File: src/rtl/ctrl_pkg.sv
// ctrl_pkg: control-bundle bit positions, forwarding select codes and stage register layouts
package ctrl_pkg;
    localparam int REG_W = 5;
    localparam int CTRL_W = 14;
    localparam int CTRL_REGDST = 13;
    localparam int CTRL_JUMP = 12;
    localparam int CTRL_BRANCH = 11;
    localparam int CTRL_MEMREAD = 10;
    localparam int CTRL_MEMTOREG = 9;
    localparam int CTRL_ALUOP_HI = 8;
    localparam int CTRL_ALUOP_LO = 7;
    localparam int CTRL_MEMWRITE = 6;
    localparam int CTRL_ALUSRC = 5;
    localparam int CTRL_REGWRITE = 4;
    localparam int CTRL_JR = 3;
    localparam int CTRL_REG1 = 2;
    localparam int CTRL_JAL = 1;
    localparam int CTRL_BNE = 0;
    localparam logic [1:0] FWD_RF = 2'b00;
    localparam logic [1:0] FWD_EXMEM = 2'b10;
    localparam logic [1:0] FWD_MEMWB = 2'b01;
    localparam logic [REG_W-1:0] RA_REG = 5'd31;
    typedef struct packed {
        logic [CTRL_W-1:0] ctrl;
        logic [REG_W-1:0] rs;
        logic [REG_W-1:0] rt;
        logic [REG_W-1:0] rd;
    } idex_t;
    typedef struct packed {
        logic regwrite;
        logic memtoreg;
        logic mem_read;
        logic mem_write;
        logic jal;
        logic [REG_W-1:0] dst;
    } exmem_t;
    typedef struct packed {
        logic regwrite;
        logic memtoreg;
        logic jal;
        logic [REG_W-1:0] dst;
    } memwb_t;
endpackage

File: src/rtl/ctrl_fwd_unit.sv
// ctrl_fwd_unit: picks the newest in-flight producer of one EX source operand
module ctrl_fwd_unit
    import ctrl_pkg::*;
(
    input  logic [4:0] ex_src,
    input  logic       mem_regwrite,
    input  logic [4:0] mem_dst,
    input  logic       wb_regwrite,
    input  logic [4:0] wb_dst,
    output logic [1:0] sel
);
    always_comb begin
        sel = (mem_regwrite && mem_dst != '0 && mem_dst == ex_src) ? FWD_EXMEM :
              (wb_regwrite && wb_dst != '0 && wb_dst == ex_src) ? FWD_MEMWB : FWD_RF;
    end
endmodule

File: src/rtl/ctrl_pipe.sv
// ctrl_pipe: ID/EX, EX/MEM, MEM/WB control registers with load-use stall,
// redirect flush and EX operand forwarding selects
module ctrl_pipe
    import ctrl_pkg::*;
(
    input  logic        clk,
    input  logic        rst_n,
    input  logic [13:0] id_ctrl,
    input  logic [4:0]  id_rs,
    input  logic [4:0]  id_rt,
    input  logic [4:0]  id_rd,
    input  logic        alu_zero,
    output logic        stall,
    output logic        pc_write,
    output logic        ifid_write,
    output logic        ifid_flush,
    output logic        redirect,
    output logic [1:0]  ex_aluop,
    output logic        ex_alusrc,
    output logic        ex_jr,
    output logic        ex_jump,
    output logic        mem_read,
    output logic        mem_write,
    output logic        wb_regwrite,
    output logic        wb_memtoreg,
    output logic        wb_jal,
    output logic [4:0]  wb_dst,
    output logic [1:0]  fwd_a,
    output logic [1:0]  fwd_b
);
    idex_t  idex_q, idex_d;
    exmem_t exmem_q, exmem_d;
    memwb_t memwb_q, memwb_d;
    logic [REG_W-1:0] ex_dst;
    logic unused_reg1;

    assign unused_reg1 = idex_q.ctrl[CTRL_REG1];

    always_comb begin
        redirect = idex_q.ctrl[CTRL_JUMP] | idex_q.ctrl[CTRL_JR] |
                   (idex_q.ctrl[CTRL_BRANCH] & alu_zero) | (idex_q.ctrl[CTRL_BNE] & ~alu_zero);
        stall = idex_q.ctrl[CTRL_MEMREAD] && idex_q.rt != '0 &&
                (idex_q.rt == id_rs || idex_q.rt == id_rt) && !redirect;
        pc_write = ~stall;
        ifid_write = ~stall;
        ifid_flush = redirect;
        // A stall or a redirect both drop the ID instruction into a bubble
        idex_d = (stall || redirect) ? '0 : '{ctrl: id_ctrl, rs: id_rs, rt: id_rt, rd: id_rd};
        ex_dst = idex_q.ctrl[CTRL_JAL] ? RA_REG : idex_q.ctrl[CTRL_REGDST] ? idex_q.rd : idex_q.rt;
        exmem_d = '{regwrite: idex_q.ctrl[CTRL_REGWRITE], memtoreg: idex_q.ctrl[CTRL_MEMTOREG],
                    mem_read: idex_q.ctrl[CTRL_MEMREAD], mem_write: idex_q.ctrl[CTRL_MEMWRITE],
                    jal: idex_q.ctrl[CTRL_JAL], dst: ex_dst};
        memwb_d = '{regwrite: exmem_q.regwrite, memtoreg: exmem_q.memtoreg,
                    jal: exmem_q.jal, dst: exmem_q.dst};
    end

    always_ff @(posedge clk or negedge rst_n) begin
        if (!rst_n) begin
            idex_q <= '0;
            exmem_q <= '0;
            memwb_q <= '0;
        end else begin
            idex_q <= idex_d;
            exmem_q <= exmem_d;
            memwb_q <= memwb_d;
        end
    end

    assign ex_aluop = idex_q.ctrl[CTRL_ALUOP_HI:CTRL_ALUOP_LO];
    assign ex_alusrc = idex_q.ctrl[CTRL_ALUSRC];
    assign ex_jr = idex_q.ctrl[CTRL_JR];
    assign ex_jump = idex_q.ctrl[CTRL_JUMP];
    assign mem_read = exmem_q.mem_read;
    assign mem_write = exmem_q.mem_write;
    assign wb_regwrite = memwb_q.regwrite;
    assign wb_memtoreg = memwb_q.memtoreg;
    assign wb_jal = memwb_q.jal;
    assign wb_dst = memwb_q.dst;

    ctrl_fwd_unit u_fwd_a (
        .ex_src(idex_q.rs), .mem_regwrite(exmem_q.regwrite), .mem_dst(exmem_q.dst),
        .wb_regwrite(memwb_q.regwrite), .wb_dst(memwb_q.dst), .sel(fwd_a)
    );

    ctrl_fwd_unit u_fwd_b (
        .ex_src(idex_q.rt), .mem_regwrite(exmem_q.regwrite), .mem_dst(exmem_q.dst),
        .wb_regwrite(memwb_q.regwrite), .wb_dst(memwb_q.dst), .sel(fwd_b)
    );
endmodule

File: config.mk
export PLATFORM = sky130hd
export DESIGN_NAME = ctrl_pipe
export DESIGN_NICKNAME = d
export VERILOG_FILES = /design/src/rtl/ctrl_pkg.sv /design/src/rtl/ctrl_fwd_unit.sv /design/src/rtl/ctrl_pipe.sv
export SDC_FILE = /design/constraint.sdc
export NUM_CORES = 1
export LEC_CHECK = 0
export CORE_ASPECT_RATIO = 1.2
export CORE_MARGIN = 2
export CORE_UTILIZATION = 40
export CTS_CLUSTER_DIAMETER = 150
export DETAILED_ROUTE_END_ITERATION = 8
export PLACE_DENSITY_LB_ADDON = 0.25
export RECOVER_POWER = 100
export SETUP_SLACK_MARGIN = 0.5
export SYNTH_ARGS = -nofsm -noshare
export SYNTH_HDL_FRONTEND = slang
export SYNTH_HIERARCHICAL = 1
export SYNTH_SLANG_ARGS = --single-unit
File: constraint.sdc
create_clock -name clk -period 2.3 [get_ports clk]
set_clock_uncertainty 0.2 [all_clocks]
set_input_delay 0.46 -clock clk [delete_from_list [all_inputs] [get_ports clk]]
set_output_delay 0.46 -clock clk [all_outputs]
set_load 0.01 [all_outputs]
==> results.toml <==
[routing]
wirelength_microns = 5300
viasPerCell = 5.04
postRouteAntennaNets = 0
firstDrtPassIters = 4
drt-initial-drc-count = 76
drc = 0
vias = 1644
wire_per_inst_microns = 16.2

[sta]
setup_viol = 3
min_period_ns = 2.41
hold_viol_final = 0
rsz0062_at_grt = "true"
holdWs_ns = 0.152
fin_ws_ns = -0.112
worst_pin_slew_ns = 0.513
period_share_pct = 105
fmax_mhz = 415
relSlewSlack_pct = 65.8
slew_viol_final = 0

[die]
die_w_microns = 69.7
dieArea_sq_um = 5770
num_io_pins = 56
start_util_pct = 41.6
rows = 28
die_y_microns = 82.8
coreArea_sq_um = 4970

[global_route]
grt_pass1_wl_microns = 7980
antenna_found_initial = 0
grt_usage_pct = 18.2
first_global_vias = 1606
gr-total-overflow = 0
grt_max_degree = 29

[layout]
nets = 297
drive_gt1_share_pct = 39.1
stdcell_count = 326
fin_util_pct = 65.2
areaGrowthSynthToFinish_pct = 56.7
insertedDiodeCount = 0

[min_path]
holdPathEnd = "exmem_q[8]$_DFF_PN0_"
hold_class = "flop to flop"
min_from = "exmem_d[8]$_DFF_PN0_"
min_path_cells = 0

[power]
vdd_drop_max_v = 0.000686
p_seq_share_pct = 36.0
clkPwrFrac_pct = 15.5
switchingPower_mw = 1.40
power.internal_mw = 2.41
power_density_nw_per_um2 = 1180
power_leakage_nw = 1.45
pwr-share-comb_pct = 48.5
switching_share_pct = 36.8
power_mw = 3.81

[run_status]
outcome = "finished, violations left"
violations = "setup timing"

[place]
dp_hpwl_microns = 3350
placed_cells = 303
portBuffers = 54
gp_congestion = 0.737

[synthesis]
synth_edf_count = 0
ys_top_cells_by_count = "dfrtp_1 (46), nand2_1 (34), a21oi_1 (20), xnor2_1 (20), a21oi_2 (10)"
yosys-top-cells-area = "dfrtp_1 (56%), xnor2_1 (8.5%), nand2_1 (6.2%)"
yosys.area.top_type_share_pct = 55.6
avgSynthCellArea_sq_um = 11.0
synth_area_leader_cell = "dfrtp_1"
ys_seq_area_share_pct = 55.6
netlist_area_sq_um = 2070
synth_async_sr_flop_share_pct = 100
synthFlopType = "dfrtp_1"
synthCells = 188
synth_seq_cells = 46
synthDistinctLibCells = 25
ys_warn_count = 6
syn-num-nets = 220
yosysMostFrequentCell = "dfrtp_1"

[setup_path]
required_ns = 1.64
cp-start-kind = "flop"
arrival_ns = 1.75
slowest_delay_ns = 0.54
path_buf_inv = 1
crit_path_end_kind = "primary output"
cpMaxStageDelayCell = "or4_4"
cp_max_fo = 3
reg2reg_to = "idex_q[13]$_DFF_PN0_"
crit_type = "flop to primary output"
crit_chain = "or4_4 -> o21a_4 -> and3_4 -> buf_6"
r2r_cells = 6
cpLargestDelayFamily = "simple AND/OR/NAND/NOR gates"
rr_startpoint = "idex_q[5]$_DFF_PN0_"
rrSetupSlack_ns = 0.28

[clocking]
numCtsBuffers = 5
cts.sink_count = 46
clock_path_buffers = 2
root_buffer = "clkbuf_8"
cts_tree = "done"
htreeDepth = 2
clock_latency_ns = 0.30
clk_pin_slew_ns = 0.08

[job]
maxCapViolations = 0
## worst max path at each step
stage                                   start        to  slack [ns]  cells after the start
after floorplan           idex_q[9]$_DFF_PN0_  pc_write        0.12                      5
after global placement               alu_zero     stall       -0.51                      5
after detailed placement             alu_zero     stall       -0.55                      5
after CTS                 idex_q[5]$_DFF_PN0_     stall        -0.1                      4
after global routing      idex_q[5]$_DFF_PN0_     stall       -0.14                      4
final                     idex_q[5]$_DFF_PN0_     stall       -0.11                      4
## registers in the layout, summed over array words and instances, names as in the netlist
register	flops
idex_q	18
exmem_q	8
exmem_d	5
wb_dst	5
ex_aluop	2
ex_alusrc	1
ex_jr	1
ex_jump	1
mem_read	1
mem_write	1
wb_jal	1
wb_memtoreg	1
wb_regwrite	1
## layer usage
metal / up-vias / wire, microns / global-route usage (%)
li1: 792 / - / -
met4: 0 / 96 / 5.19
met5: - / 0 / 0
met1: 796 / 2220 / 21.8
met3: 7 / 268 / 5.31
met2: 49 / 2710 / 32.5
## logic make-up after synthesis
logic type	share of synthesized area, %
buf+inv	4.72
flops	55.6
xor+xnor	11.0
simple gates	13.2
compound gates	15.4
## through the flow
step / worst slack [ns] / cell area, sq um / TNS, ns
3_3_place_gp: -0.514 / 2770 / -3.82
5_1_grt: -0.144 / 3240 / -0.557
6_report: -0.112 / 3240 / -0.240
2_1_floorplan: 0.123 / 2120 / 0
4_1_cts: -0.0989 / 3000 / -0.161
3_5_place_dp: -0.545 / 2770 / -4.21
## cell usage in the layout, fill, tap and decap left out, drive strengths merged
cell type and instances:
a211oi 2, dfrtp 46, nor2 2, a211o 5, nor3 6, o22ai 1
clkdlybuf4s50 18, o21a 1, nand2 34, xnor2 20, dlygate4sd2 25, nor4 2
inv 1, or4 1, nand3 7, bufinv 1, dlygate4sd3 1, and3 1
clkinvlp 1, o41ai 2, buf 37, a2111oi 1, a21oi 30, nor2b 6
clkdlybuf4s15 1, clkbuf 8, xor2 6
## area by class of cell
class                   count  area, sq um
inverters                   1         6.26
fillers                   378         1730
flip-flops and latches     46         1160
well taps                  60         75.1
multi-input cells         127         1020
clock inverters             2         37.5
clock buffers               6         72.6
repair buffers             84          868
## repair_timing
action	4_1_cts	5_1_grt
cloned	1	2
resized for setup	91	34
setup buffers	6	5
hold endpoints to repair	21	0
hold buffers	1	0
endpoints found under the setup margin	52	37
pin swaps	17	12
## power groups by stage
stage / combinational [mW] / clock (mW) / sequential (mW)
floorplan: 0.843 / 0 / 1.36
global placement: 1.38 / 0 / 1.35
detailed placement: 1.40 / 0 / 1.36
CTS: 1.52 / 0.596 / 1.35
global route: 1.97 / 0.636 / 1.42
finish: 1.85 / 0.593 / 1.37
(Power assumes the default switching activity.)
